===== src/rtl/bcd_to_bin_converter_pkg.sv =====
// Shared constants and state encoding for the sequential BCD-to-binary converter
// and its helper blocks.
package bcd_to_bin_converter_pkg;

  localparam int BCD_W   = 4;
  localparam int BCD_MAX = 9;

  typedef enum logic {
    IDLE = 1'b0,
    CONV = 1'b1
  } state_e;

endpackage


===== src/rtl/bcd_to_bin_converter_mul10_add.sv =====
// Combinational Horner step: result = acc*10 + digit, truncated to WIDTH bits.
// Kept separate so other decimal-entry blocks can reuse it.
module mul10_add
  import bcd_to_bin_converter_pkg::*;
#(
  parameter int WIDTH = 20
) (
  input  logic [WIDTH-1:0] acc_i,
  input  logic [BCD_W-1:0] digit_i,
  output logic [WIDTH-1:0] result_o
);

  // Shift-and-add form of acc*10 avoids a general multiplier.
  assign result_o = (acc_i << 3) + (acc_i << 1) + WIDTH'(digit_i);

endmodule


===== src/rtl/bcd_to_bin_converter.sv =====
// Converts a packed multi-digit BCD number to unsigned binary, one digit per
// clock (most significant first), behind a start/busy/done handshake.
module bcd_to_bin_converter
  import bcd_to_bin_converter_pkg::*;
#(
  parameter int DIGITS = 6,
  parameter int WIDTH  = 20
) (
  input  logic                    Clock,
  input  logic                    Reset_n,
  input  logic                    start,
  input  logic [BCD_W*DIGITS-1:0] bcd_in,
  output logic                    busy,
  output logic                    done,
  output logic [WIDTH-1:0]        bin_value,
  output logic                    error
);

  localparam int CNT_W = (DIGITS > 1) ? $clog2(DIGITS) : 1;
  localparam logic [CNT_W-1:0] LAST_CNT = CNT_W'(DIGITS - 1);

  state_e                  state_q;
  logic [BCD_W*DIGITS-1:0] digits_q;
  logic [CNT_W-1:0]        cnt_q;
  logic [WIDTH-1:0]        acc_q;
  logic [WIDTH-1:0]        acc_d;
  logic                    err_flag_q;
  logic                    busy_q;
  logic                    done_q;
  logic [WIDTH-1:0]        bin_value_q;
  logic                    error_q;

  logic                    any_invalid;
  logic [BCD_W-1:0]        top_digit;

  assign top_digit = digits_q[BCD_W*DIGITS-1 -: BCD_W];

  // NOTE: give every always_comb output a default before any conditional
  // assignment; otherwise synthesis infers a latch to hold the old value.
  always_comb begin : invalid_scan
    any_invalid = 1'b0;
    for (int k = 0; k < DIGITS; k++) begin
      if (bcd_in[BCD_W*k +: BCD_W] > BCD_W'(BCD_MAX)) begin
        any_invalid = 1'b1;
      end
    end
  end

  mul10_add #(
    .WIDTH (WIDTH)
  ) u_mul10_add (
    .acc_i    (acc_q),
    .digit_i  (top_digit),
    .result_o (acc_d)
  );

  // NOTE: sequential state uses non-blocking assignments so every register
  // samples pre-edge values, independent of statement order in this block.
  always_ff @(posedge Clock or negedge Reset_n) begin
    if (!Reset_n) begin
      state_q     <= IDLE;
      digits_q    <= '0;
      cnt_q       <= '0;
      acc_q       <= '0;
      err_flag_q  <= 1'b0;
      busy_q      <= 1'b0;
      done_q      <= 1'b0;
      bin_value_q <= '0;
      error_q     <= 1'b0;
    end else begin
      done_q <= 1'b0;
      case (state_q)
        IDLE: begin
          if (start) begin
            digits_q   <= bcd_in;
            err_flag_q <= any_invalid;
            acc_q      <= '0;
            cnt_q      <= '0;
            busy_q     <= 1'b1;
            state_q    <= CONV;
          end
        end
        CONV: begin
          acc_q    <= acc_d;
          digits_q <= digits_q << BCD_W;
          cnt_q    <= cnt_q + 1'b1;
          // Invalid digits still run the full latency; only the result is forced.
          if (cnt_q == LAST_CNT) begin
            bin_value_q <= err_flag_q ? '0 : acc_d;
            error_q     <= err_flag_q;
            done_q      <= 1'b1;
            busy_q      <= 1'b0;
            state_q     <= IDLE;
          end
        end
        default: state_q <= IDLE;
      endcase
    end
  end

  assign busy      = busy_q;
  assign done      = done_q;
  assign bin_value = bin_value_q;
  assign error     = error_q;

endmodule


===== config.mk =====
export PLATFORM = sky130hd
export DESIGN_NAME = bcd_to_bin_converter
export DESIGN_NICKNAME = d
export VERILOG_FILES = /design/src/rtl/bcd_to_bin_converter_pkg.sv /design/src/rtl/bcd_to_bin_converter_mul10_add.sv /design/src/rtl/bcd_to_bin_converter.sv
export SDC_FILE = /design/constraint.sdc
export NUM_CORES = 1
export LEC_CHECK = 0
export CAP_MARGIN = 20
export CORE_ASPECT_RATIO = 0.9
export CORE_MARGIN = 4
export CORE_UTILIZATION = 40
export CTS_CLUSTER_DIAMETER = 60
export DETAILED_ROUTE_END_ITERATION = 6
export PLACE_DENSITY = 0.7
export SKIP_LAST_GASP = 1
export SLEW_MARGIN = 20
export SYNTH_ARGS = -nofsm -noshare
export SYNTH_HDL_FRONTEND = slang
export SYNTH_SLANG_ARGS = --single-unit

===== constraint.sdc =====
create_clock -name Clock -period 3.4 [get_ports Clock]
set_input_delay 0.34 -clock Clock [delete_from_list [all_inputs] [get_ports Clock]]
set_output_delay 0.34 -clock Clock [all_outputs]
set_load 0.1 [all_outputs]

==> impl_metrics.json <==
{
  "synth_edf_count": 0,
  "period_share_pct": 83.7,
  "grt_max_degree": 66,
  "area_growth_pct": 22.4,
  "synth_area_per_cell_um2": 10.0,
  "fin_skew_ns": 0.00668,
  "vias_per_cell": 5.60,
  "crit_path_max_fanout": 3,
  "rows": 34,
  "holdWs_ns": 0.0989,
  "grt_pass1_wl_um": 16200,
  "ys_seq_area_share_pct": 43.8,
  "drt-wirelength-per-cell_um": 16.3,
  "post-route-min-period_ns": 2.85,
  "syn_nets": 470,
  "final_hold_viol_count": 0,
  "nets": 517,
  "wl_um": 9510,
  "core_um2": 9780,
  "setup_viol": 0,
  "cap_violations": 0,
  "synth_top_area_share_pct": 43.8,
  "start_util_pct": 41.4,
  "async_reset_ff_share_pct": 100,
  "die-height_um": 103,
  "grt-ovfl-total": 0,
  "r2r_setup_slack_ns": 0.55,
  "first_iter_violations": 131,
  "dieArea_um2": 11800,
  "io_buffer_count": 49,
  "layout_commonest_cell": "dfrtp_1",
  "cts_made_buffers": 9,
  "synth.distinct_cells": 46,
  "setup.worst_path.start_class": "flip-flop",
  "ys_seq_elements": 71,
  "clkTransAtPathRegs_ns": 0.06,
  "grtUsageTotal_pct": 17.3,
  "ctsHoldBuffers": 0,
  "yosysWarnings": 0,
  "yosysTopAreaCell": "dfrtp_1",
  "tns_ns": 0,
  "worstReg2RegStart": "acc_q[0]",
  "synthTopCellsByArea": "dfrtp_1 (44%), ha_1 (11%), mux2i_1 (6.4%)",
  "num_vias": 3264,
  "drv_slew": 0,
  "status": "finished clean",
  "dp_cells": 567,
  "grt_pass1_vias": 3287,
  "drtPass1Iterations": 4,
  "drive_above_1_share_pct": 6.35,
  "rsz0062_at_grt": "no",
  "fmax_mhz": 351,
  "critical_path_class": "reg -> reg",
  "ctsResizeCount": 0,
  "worst_r2r_path_depth": 10,
  "antenna_found_initial": 0,
  "ant_nets": 0,
  "synth-main-ff-cell": "dfrtp_1",
  "hpwl_um": 6920,
  "gp_congestion": 0.889,
  "rr_endpoint": "bin_value[17]",
  "clock-root-buffer": "clkbuf_16",
  "clk_latency_ns": 0.34,
  "end_kind": "flip-flop",
  "fin_cells": 583,
  "cts.sinks": 71,
  "final_cell_mix": "dfrtp_1 (71), clkdlybuf4s50_1 (48), nand2_1 (46)",
  "postCtsSetupRepairBufs": 0,
  "clockBufferDepth": 2,
  "tightestPinTransition_ns": 0.979,
  "worstPathRequired_ns": 3.64,
  "worst_ep_arrival_time_ns": 3.09,
  "fp.dieW_um": 114,
  "tritoncts": "done",
  "synth_cells": 405,
  "drc": 0,
  "hp-class": "in -> async",
  "cts.htree.levels": 3,
  "slew_headroom_pct": 34.5,
  "netlist_area_um2": 4050,
  "num_antenna_cells": 0,
  "ios": 50
}
[kinds of logic after synthesis]
| family | count (synthesis) | share of synthesized area, % |
|---|---|---|
| AOI/OAI and AO/OA | 115 | 18.3 |
| and+or+nand+nor | 105 | 12.5 |
| adders and majority gates | 38 | 12.1 |
| DFF | 71 | 43.8 |
| muxes | 29 | 7.26 |
| buffers and inverters | 34 | 3.18 |
| xor gates and xnor gates | 13 | 2.81 |
[how the worst max path moves through the flow]
stage            startpoint       endpoint  slack [ns]  cells past startpoint
2_1_floorplan  digits_q[23]  bin_value[16]        0.76                      9
3_3_place_gp   digits_q[23]  bin_value[16]        0.66                      9
3_5_place_dp       acc_q[0]  bin_value[17]        0.58                     10
4_1_cts        digits_q[23]  bin_value[17]        0.55                     10
5_1_grt        digits_q[23]      acc_q[17]        0.39                     10
6_report           acc_q[0]  bin_value[17]        0.55                     10
[worst max-delay path, cell delays in order (launching register included)]
cell	delay, ns
dfrtp_1	0.38
inv_1	0.07
fa_1	0.56
inv_1	0.06
ha_1	0.27
a21o_1	0.13
nand4_1	0.15
nand3_1	0.11
nor4bb_1	0.52
mux2_2	0.40
o211ai_1	0.10
[registers in the layout (all words and copies together), names as in the netlist]
register,count
done,1
busy,1
error,1
err_flag_q,1
cnt_q,3
bin_value,20
digits_q,24
acc_q,19
state_q,1
[cell type report]
class / instances / area, µm²
fill: 906 / 4820
multi-input combinational: 300 / 2150
sequential: 71 / 1780
timing repair buffer: 56 / 538
clock buffer: 10 / 229
tap: 126 / 158
clock inverter: 6 / 61.3
inverter: 14 / 52.6
[per-stage QoR]
| stage | cell area, µm² | util, % | setup WS (ns) |
|---|---|---|---|
| 3_3_place_gp | 4670 | 47.7 | 0.660 |
| 5_1_grt | 4960 | 50.7 | 0.388 |
| 4_1_cts | 4960 | 50.7 | 0.552 |
| 3_5_place_dp | 4670 | 47.7 | 0.577 |
| 6_report | 4960 | 50.7 | 0.554 |
| 2_1_floorplan | 4050 | - | 0.757 |
[cell usage after synthesis (4+ instances only)]
library cell,count
a21o_1,4
a21oi_1,20
a22o_1,20
buf_1,5
clkbuf_1,14
dfrtp_1,71
ha_1,36
inv_1,14
mux2i_1,26
nand2_1,46
nand2b_1,6
nand3_1,7
nand4_1,11
nor2_1,16
nor3_1,5
o211ai_1,4
o21ai_0,42
o31ai_1,5
xnor2_1,7
xor2_1,6
[per-layer routing]
metal | up-vias | GRT usage [%] | part of all wire, %
li1 | 1569 | - | -
met1 | 1598 | 23.4 | 46
met2 | 88 | 28.0 | 47
met3 | 9 | 4.36 | 6.1
met4 | 0 | 4.47 | 0.93
met5 | - | 0 | 0
Power is not shown: default switching activity piles up to over one toggle a cycle in this logic, so the estimate is an artifact.
